### src/rtl/gate_bist_controller.sv
// gate_bist_controller
// Built-in self-test sequencer for a two-input gate block (and/or/not/xor/xnor).
// Each run sweeps {a,b} = 00,01,10,11 once per pass. Every vector is held for a
// programmable settle time before the five outputs are compared against
// golden values derived from the registered stimulus. The first failing check
// is captured for debug, and failing checks are counted in a saturating counter.
module gate_bist_controller #(
  parameter int SETTLE_CYCLES = 2,
  parameter int PASSES        = 1,
  parameter int ERR_W         = 8
) (
  input  logic             clk,
  input  logic             rst,
  input  logic             start,
  input  logic             abort,
  output logic             gate_a,
  output logic             gate_b,
  input  logic             and_in,
  input  logic             or_in,
  input  logic             not_in,
  input  logic             xor_in,
  input  logic             xnor_in,
  output logic             busy,
  output logic             done,
  output logic             pass,
  output logic [ERR_W-1:0] err_count,
  output logic             fail_valid,
  output logic [1:0]       first_fail_vec,
  output logic [4:0]       first_fail_mask
);

  localparam logic [2:0] S_IDLE   = 3'd0;
  localparam logic [2:0] S_APPLY  = 3'd1;
  localparam logic [2:0] S_SETTLE = 3'd2;
  localparam logic [2:0] S_CHECK  = 3'd3;
  localparam logic [2:0] S_DONE   = 3'd4;

  localparam logic [7:0] LP_SETTLE_LAST = 8'(SETTLE_CYCLES - 1);
  localparam logic [7:0] LP_PASS_LAST   = 8'(PASSES - 1);

  logic [2:0]       r_state;
  logic [2:0]       w_state_nxt;
  logic [1:0]       r_vec;
  logic [7:0]       r_settle;
  logic [7:0]       r_pass_cnt;
  logic             r_gate_a;
  logic             r_gate_b;
  logic             r_busy;
  logic             r_done;
  logic             r_pass;
  logic [ERR_W-1:0] r_err;
  logic             r_fail_valid;
  logic [1:0]       r_ff_vec;
  logic [4:0]       r_ff_mask;

  logic [4:0]       w_golden;
  logic [4:0]       w_observed;
  logic [4:0]       w_mask;
  logic             w_start_ok;
  logic             w_last_vec;
  logic             w_last_pass;

  // Saturating increment so a long multi-pass run never wraps the error count.
  function automatic logic [ERR_W-1:0] sat_inc(input logic [ERR_W-1:0] v);
    return (&v) ? v : v + ERR_W'(1);
  endfunction

  assign w_start_ok  = start && !abort;
  assign w_last_vec  = (r_vec == 2'd3);
  assign w_last_pass = (r_pass_cnt == LP_PASS_LAST);

  // Golden values come from the registered stimulus, not from r_vec, so the
  // comparison always matches what the gate block actually sees.
  assign w_golden   = {~(r_gate_a ^ r_gate_b), r_gate_a ^ r_gate_b, ~r_gate_a,
                       r_gate_a | r_gate_b, r_gate_a & r_gate_b};
  assign w_observed = {xnor_in, xor_in, not_in, or_in, and_in};
  assign w_mask     = w_observed ^ w_golden;

  // Next-state decode; abort from any non-idle state returns to IDLE.
  always_comb begin
    w_state_nxt = r_state;
    case (r_state)
      S_IDLE:   if (w_start_ok) w_state_nxt = S_APPLY;
      S_APPLY:  w_state_nxt = abort ? S_IDLE : S_SETTLE;
      S_SETTLE: begin
        if (abort)                          w_state_nxt = S_IDLE;
        else if (r_settle == LP_SETTLE_LAST) w_state_nxt = S_CHECK;
        else                                w_state_nxt = S_SETTLE;
      end
      S_CHECK: begin
        if (abort)                       w_state_nxt = S_IDLE;
        else if (w_last_vec && w_last_pass) w_state_nxt = S_DONE;
        else                             w_state_nxt = S_APPLY;
      end
      S_DONE:   w_state_nxt = S_IDLE;
      default:  w_state_nxt = S_IDLE;
    endcase
  end

  // State register; busy is registered from the next state so it tracks
  // state != IDLE cycle for cycle and drops together with an abort.
  always_ff @(posedge clk) begin
    if (rst) begin
      r_state <= S_IDLE;
      r_busy  <= 1'b0;
    end else begin
      r_state <= w_state_nxt;
      r_busy  <= (w_state_nxt != S_IDLE);
    end
  end

  // Vector, settle and pass counters that walk the sweep.
  always_ff @(posedge clk) begin
    if (rst) begin
      r_vec      <= 2'd0;
      r_settle   <= 8'd0;
      r_pass_cnt <= 8'd0;
    end else begin
      case (r_state)
        S_IDLE: begin
          r_vec      <= 2'd0;
          r_pass_cnt <= 8'd0;
        end
        S_APPLY:  r_settle <= 8'd0;
        S_SETTLE: r_settle <= r_settle + 8'd1;
        S_CHECK: begin
          if (!abort) begin
            if (!w_last_vec) begin
              r_vec <= r_vec + 2'd1;
            end else if (!w_last_pass) begin
              r_pass_cnt <= r_pass_cnt + 8'd1;
              r_vec      <= 2'd0;
            end
          end
        end
        default: ;
      endcase
    end
  end

  // Gate stimulus: loaded on leaving APPLY, parked at 0 whenever heading to IDLE.
  always_ff @(posedge clk) begin
    if (rst || (w_state_nxt == S_IDLE)) begin
      r_gate_a <= 1'b0;
      r_gate_b <= 1'b0;
    end else if (r_state == S_APPLY) begin
      r_gate_a <= r_vec[1];
      r_gate_b <= r_vec[0];
    end
  end

  // Result bookkeeping: cleared on an accepted start, updated in CHECK,
  // reported one cycle after DONE. Results survive an abort for debug.
  always_ff @(posedge clk) begin
    if (rst) begin
      r_done       <= 1'b0;
      r_pass       <= 1'b0;
      r_err        <= '0;
      r_fail_valid <= 1'b0;
      r_ff_vec     <= 2'd0;
      r_ff_mask    <= 5'd0;
    end else begin
      r_done <= 1'b0;
      case (r_state)
        S_IDLE: begin
          if (w_start_ok) begin
            r_pass       <= 1'b0;
            r_err        <= '0;
            r_fail_valid <= 1'b0;
            r_ff_vec     <= 2'd0;
            r_ff_mask    <= 5'd0;
          end
        end
        S_CHECK: begin
          if (!abort && (w_mask != 5'd0)) begin
            r_err <= sat_inc(r_err);
            if (!r_fail_valid) begin
              r_fail_valid <= 1'b1;
              r_ff_vec     <= r_vec;
              r_ff_mask    <= w_mask;
            end
          end
        end
        S_DONE: begin
          if (!abort) begin
            r_done <= 1'b1;
            r_pass <= (r_err == '0);
          end
        end
        default: ;
      endcase
    end
  end

  assign gate_a          = r_gate_a;
  assign gate_b          = r_gate_b;
  assign busy            = r_busy;
  assign done            = r_done;
  assign pass            = r_pass;
  assign err_count       = r_err;
  assign fail_valid      = r_fail_valid;
  assign first_fail_vec  = r_ff_vec;
  assign first_fail_mask = r_ff_mask;

endmodule

### config.mk
export PLATFORM = sky130hd
export DESIGN_NAME = gate_bist_controller
export DESIGN_NICKNAME = d
export VERILOG_FILES = /design/src/rtl/gate_bist_controller.sv
export SDC_FILE = /design/constraint.sdc
export NUM_CORES = 1
export LEC_CHECK = 0
export ABC_AREA = 0
export BUFFER_PORTS_ARGS = -buffer_cell sky130_fd_sc_hd__buf_2
export CORE_MARGIN = 1.5
export CORE_UTILIZATION = 40
export CTS_CLUSTER_SIZE = 25
export DETAILED_ROUTE_END_ITERATION = 10
export PLACE_DENSITY = 0.61
export RECOVER_POWER = 100
export SLEW_MARGIN = 20
export SYNTH_ARGS = -nofsm -noshare
export SYNTH_HDL_FRONTEND = slang
export SYNTH_SLANG_ARGS = --single-unit
### constraint.sdc
create_clock -name clk -period 2.5 [get_ports clk]
set_input_delay 0.125 -clock clk [delete_from_list [all_inputs] [get_ports clk]]
set_output_delay 0.125 -clock clk [all_outputs]
set_load 0.005 [all_outputs]
# [After elaboration in Yosys (flattened, before gate mapping)]
# Index checks and enable logic that the tools add are counted.
[op_classes] n_addsub=4 eq_ne=15 mux=34 n_bitwise=7 reduce_logical=22
[op_table] cell="8-bit 2-to-1 mux" count=6
[op_table] cell="8-bit one-hot mux with 2 select lines" count=3
[op_table] cell="8-bit by 1-bit adder with 8-bit output (second input constant)" count=3
[op_table] cell="8-bit zero test" count=2
[op_table] cell="2-bit 2-to-1 mux" count=8
[op_table] cell="2-bit != test (second input constant)" count=8
[op_table] cell="5-bit 2-to-1 mux" count=3
[op_table] cell="3-bit one-hot mux with 4 select lines" count=1
[op_table] cell="4-bit AND reduction" count=3
[op_table] cell="5-bit one-hot mux with 2 select lines" count=1
[op_table] cell="3-bit 2-to-1 mux" count=3
[op_table] cell="3-bit AND reduction" count=3
[op_table] cell="8-bit by 1-bit equality test with 1-bit output (second input constant)" count=1
[op_table] cell="2-bit one-hot mux with 2 select lines" count=2
[op_table] cell="8-bit AND reduction" count=1
[op_table] cell="3-bit by 2-bit equality test with 1-bit output (second input constant)" count=2
[op_table] cell="3-bit zero test" count=2
[op_table] cell="2-bit nonzero test" count=3
[op_table] cell="1-bit 2-to-1 mux" count=5
[op_table] cell="5-bit nonzero test" count=1
[op_table] cell="5-bit bitwise XOR" count=1
[op_table] cell="1-bit one-hot mux with 2 select lines" count=2
[op_table] cell="3-bit by 1-bit equality test with 1-bit output (second input constant)" count=1
[op_table] cell="3-bit equality test (second input constant)" count=1
[op_table] cell="12 further kinds" count=16
[word_totals] regBits=42 in_bits=9 out_inout_bits=21 wordCells=95

# [Logic depth before layout (Yosys ltp)]
[depth] depth_word=7 ltp_mapped=8 depth_no_buf=7

# [Worst setup path after synthesis]
# Ideal clock, no wire load.
[synth_path] path_type="reg-to-reg" startpoint="register r_gate_a (netlist: gate_a)" endpoint="register r_ff_mask[3] (netlist: first_fail_mask[3])" setup_time_ns=0.071 arrival_ns=1.719 required_time_ns=2.429 setup_slack_ns=0.710 stages_incl_launch_ff=9 path_buffers=1 synth_period_minus_slack_ns=1.790 cell_sequence="dfxtp_1 -> inv_1 -> ha_1 -> xnor2_1 -> nand4_1 -> o211ai_1 -> buf_2 -> or3_1 -> a21oi_1"
[synth_between] elab_chain_cells=7 word_cells_on_any_way=13 classes_between="eq/ne (1); mux (3); bitwise (6); reduce/logical (3)"
[synth_lines] element="start: declaration" line_no="46" rtl="logic r_gate_a;"
[synth_lines] element="start signal: assignment" line_no="147" rtl="r_gate_a <= r_vec[1];"
[synth_lines] element="1-bit bitwise XOR" line_no="74" rtl="assign w_golden = {~(r_gate_a ^ r_gate_b), r_gate_a ^ r_gate_b, ~r_gate_a,"
[synth_lines] element="1-bit inverter" line_no="74"
[synth_lines] element="5-bit bitwise XOR (*)" line_no="77" rtl="assign w_mask = w_observed ^ w_golden;"
[synth_lines] element="5-bit nonzero test" line_no="175" rtl="if (!abort && (w_mask != 5'd0)) begin"
[synth_lines] element="1-bit logical AND" line_no="175"
[synth_lines] element="2-bit != test (no line)"
[synth_lines] element="4-bit AND reduction (no line)"
[synth_lines] element="end signal: assignment" line_no="180" rtl="r_ff_mask <= w_mask;"
[synth_lines] element="end: declaration" line_no="54" rtl="logic [4:0] r_ff_mask;"
# Mark *: on every way between the ends. The rest lies on a longest branch, timed or not. The select of a mux whose other input is x is not followed.
# A chain may end at the register's enable or synchronous reset.

# [Final worst setup path]
[layout_path] startpoint="register r_state[0]" endpoint="register r_ff_mask[4] (netlist: first_fail_mask[4])"
[layout_between] elab_chain_cells=3 word_cells_on_any_way=8 classes_between="eq/ne (4); mux (1); reduce/logical (3)"
[layout_lines] element="start: declaration" line_no="41" rtl="logic [2:0] r_state;"
[layout_lines] element="start signal: assignment" line_no="107" rtl="r_state <= w_state_nxt;"
[layout_lines] element="3-bit by 2-bit equality test with 1-bit output or 3-bit zero test (tied branches)" line_no="164" rtl="case (r_state)"
[layout_lines] element="2-bit != test (no line) or 2-bit nonzero test (tied branches)"
[layout_lines] element="4-bit AND reduction (no line)"
# Parallel ways exist; a longest one is shown, timed or not.

==> flow_metrics.tcl <==
set metrics [dict create \
    outcome "completed" \
    p_leak_nw 0.9099 \
    drt-vias-per-instance 5.364 \
    hold_viol 0 \
    path_clk_slew_ns 0.08 \
    wl_met3_um 172 \
    syn_inst 268 \
    drc 0 \
    pwr-share-seq 0.563 \
    critPathBufInv 1 \
    switching_share 0.2394 \
    routed.top_layer "met4" \
    met2_length_um 2154 \
    syn_nets 286 \
    finalMaxSlewViolations 0 \
    max_stage_delay_ns 0.60 \
    slowest_stage "dfxtp_1" \
    clk_latency_ns 0.30 \
    post_dp_cell_area_um2 2394 \
    worst_slack_ns 0.3249 \
    cts_setup_buffers 0 \
    synth_edf_count 0 \
    worstMarginPinSlew_ns 0.6576 \
    wl_per_cell_um 12.86 \
    cts.sinks 42 \
    gp_congestion 0.8220 \
    io_pins 30 \
    setup_viol 0 \
    dieWidth_um 77.01 \
    fin_crit_sh 0.8700 \
    rsz0062_at_grt "no" \
    cap_violations 0 \
    timing.setup.tns_ns 0 \
    end_kind "flop" \
    dp_slack_ns 0.3473 \
    synth_area_leader_cell "dfxtp_1" \
    antenna_found_initial 0 \
    yosys_warnings 0 \
    vias 1958 \
    power_switching_mw 0.2878 \
    path_cells "and3b_1, nand2_1, o211ai_1, clkbuf_1, or3_1, a21oi_1" \
    design_area_um2 2472 \
    dpl.hpwl_um 3315 \
    synth_area_leaders "dfxtp_1 38%, a21oi_1 5.5%, ha_1 5.1%" \
    path_class "flop to flop" \
    clockBufferDepth 2 \
    die_area_um2 5930 \
    port_buffers 29 \
    grt_max_degree 37 \
    fmax_ghz 0.4597 \
    comb_power_share 0.051 \
    yosys.cell_types.count 44 \
    post-route-min-period_ns 2.175 \
    num_rows 26 \
    maxSlewHeadroom 0.5616 \
    cts_resized 0 \
    drtIter0Drc 115 \
    grt_pass1_vias 1780 \
    start_util 0.4209 \
    postSynthAreaPerCell_um2 8.175 \
    crit_fanout 16 \
    peakVddDrop_v 0.0002497 \
    cts_buffers 5 \
    overflow 0 \
    internal_power_mw 0.9145 \
    root_buffer "clkbuf_8" \
    ys_seq_area_frac 0.3838 \
    drtPass1Iterations 4 \
    skew_ns 0.003230 \
    path_delay_family "simple AND/OR/NAND/NOR gates" \
    p_clk_frac 0.386 \
    synth-async-reset-ratio 0 \
    ant_nets 0 \
    cts_tree "built" \
    final_nets 312 \
    final_common_cell "dfxtp_1" \
    startpoint_type "flop" \
    final_cell_mix "42 x dfxtp_1, 28 x nand2_1, 24 x a21oi_1, 22 x buf_2, 20 x nor2_1" \
    synth.cell_area_um2 2191 \
    whs_ns 0.06739 \
    met1_length_um 2283 \
    powerDensity_nw_per_um2 486.3 \
    cp_data_arrival_time_ns 2.34 \
    routed_wl_um 4693 \
    layout-drive-gt1-share 0.1254 \
    required_ns 2.66 \
    coreArea_um2 5205 \
    hp-class "primary input to flop" \
    grtUsageTotal 0.1703 \
    ys.flop_type "dfxtp_1" \
    cts_hold_buf 0 \
    dieHeight_um 77.01 \
    grt_pass1_wl_um 8169 \
    n_antenna_cell 0 \
    syn_to_final_growth_pct 12.85 \
    synth_top_area_frac 0.3838 \
    htree_num_levels 2 \
    synth-seq-cells 42 \
]
==> routing by layer <==
layer / global-route usage / up-vias
li1: - / 1008
met1: 0.2227 / 907
met2: 0.2664 / 36
met3: 0.03929 / 7
met4: 0.07636 / 0
met5: 0 / -
==> cell type report <==
class,instances,area [µm²]
multi-input cells,200,1249
fillers,543,2733
repair buffers,32,151.4
clock buffers,6,82.58
well taps,70,87.58
inverters,13,48.80
clock inverters,2,12.51
flip-flops and latches,42,840.8
==> metrics by stage <==
step,util,power [mW],std cells
after floorplan,-,0.7341,268
after global placement,0.4599,0.7552,357
after detailed placement,0.4599,0.7552,357
after CTS,0.4781,1.230,365
after global routing,0.4750,1.256,365
final,0.4750,1.202,365
==> Yosys cell counts, drive strengths merged (2+ instances only) <==
| library cell | instances |
|---|---|
| or3 | 8 |
| nor2b | 4 |
| inv | 13 |
| o41ai | 3 |
| nor4 | 2 |
| a21boi | 2 |
| buf | 3 |
| nand4b | 2 |
| or2 | 2 |
| xor2 | 7 |
| nor2 | 20 |
| or4 | 2 |
| ha | 9 |
| nand3 | 10 |
| xnor2 | 3 |
| nand2 | 28 |
| dfxtp | 42 |
| a211oi | 3 |
| a211o | 2 |
| clkbuf | 10 |
| nor3 | 7 |
| and3 | 4 |
| and2 | 4 |
| o21ai | 17 |
| mux2i | 7 |
| a21oi | 24 |
| o211ai | 3 |
| o21a | 2 |
| nor4b | 2 |
| nand4 | 9 |
| mux2 | 2 |
==> final timing paths <==
kind	startpoint	endpoint	slack, ns	depth (start not counted)
max	r_state[0]	first_fail_mask[4]	0.32	6
min	abort	done	0.07	2
max reg2reg	r_state[0]	first_fail_mask[4]	0.32	6
min reg2reg	first_fail_mask[1]	first_fail_mask[1]	0.45	2
==> logic make-up after synthesis <==
family	count (synthesis)	share of synthesized area
XOR/XNOR	10	0.03998
buffers and inverters	26	0.04626
AND/OR/NAND/NOR	112	0.2707
multiplexers	9	0.04226
flip-flops	42	0.3838
adder cells (fa/ha/maj)	9	0.05140
AO/OA/AOI/OAI	60	0.1656
==> flip-flops by register name, indices dropped and copies added, names as in the netlist <==
register         count
r_vec                2
pass                 1
first_fail_mask      5
r_settle             8
err_count            8
first_fail_vec       2
busy                 1
gate_b               1
gate_a               1
r_state              3
done                 1
fail_valid           1
r_pass_cnt           8
==> power by group through the flow <==
stage                     combinational, mW  sequential (mW)  clock (mW)
after floorplan                      0.0438            0.690           0
after global placement               0.0626            0.693           0
after detailed placement             0.0625            0.693           0
after CTS                            0.0628            0.677       0.491
after global routing                 0.0675            0.678       0.511
final                                0.0611            0.677       0.465
Note: power is estimated with default switching activity, not from simulation.
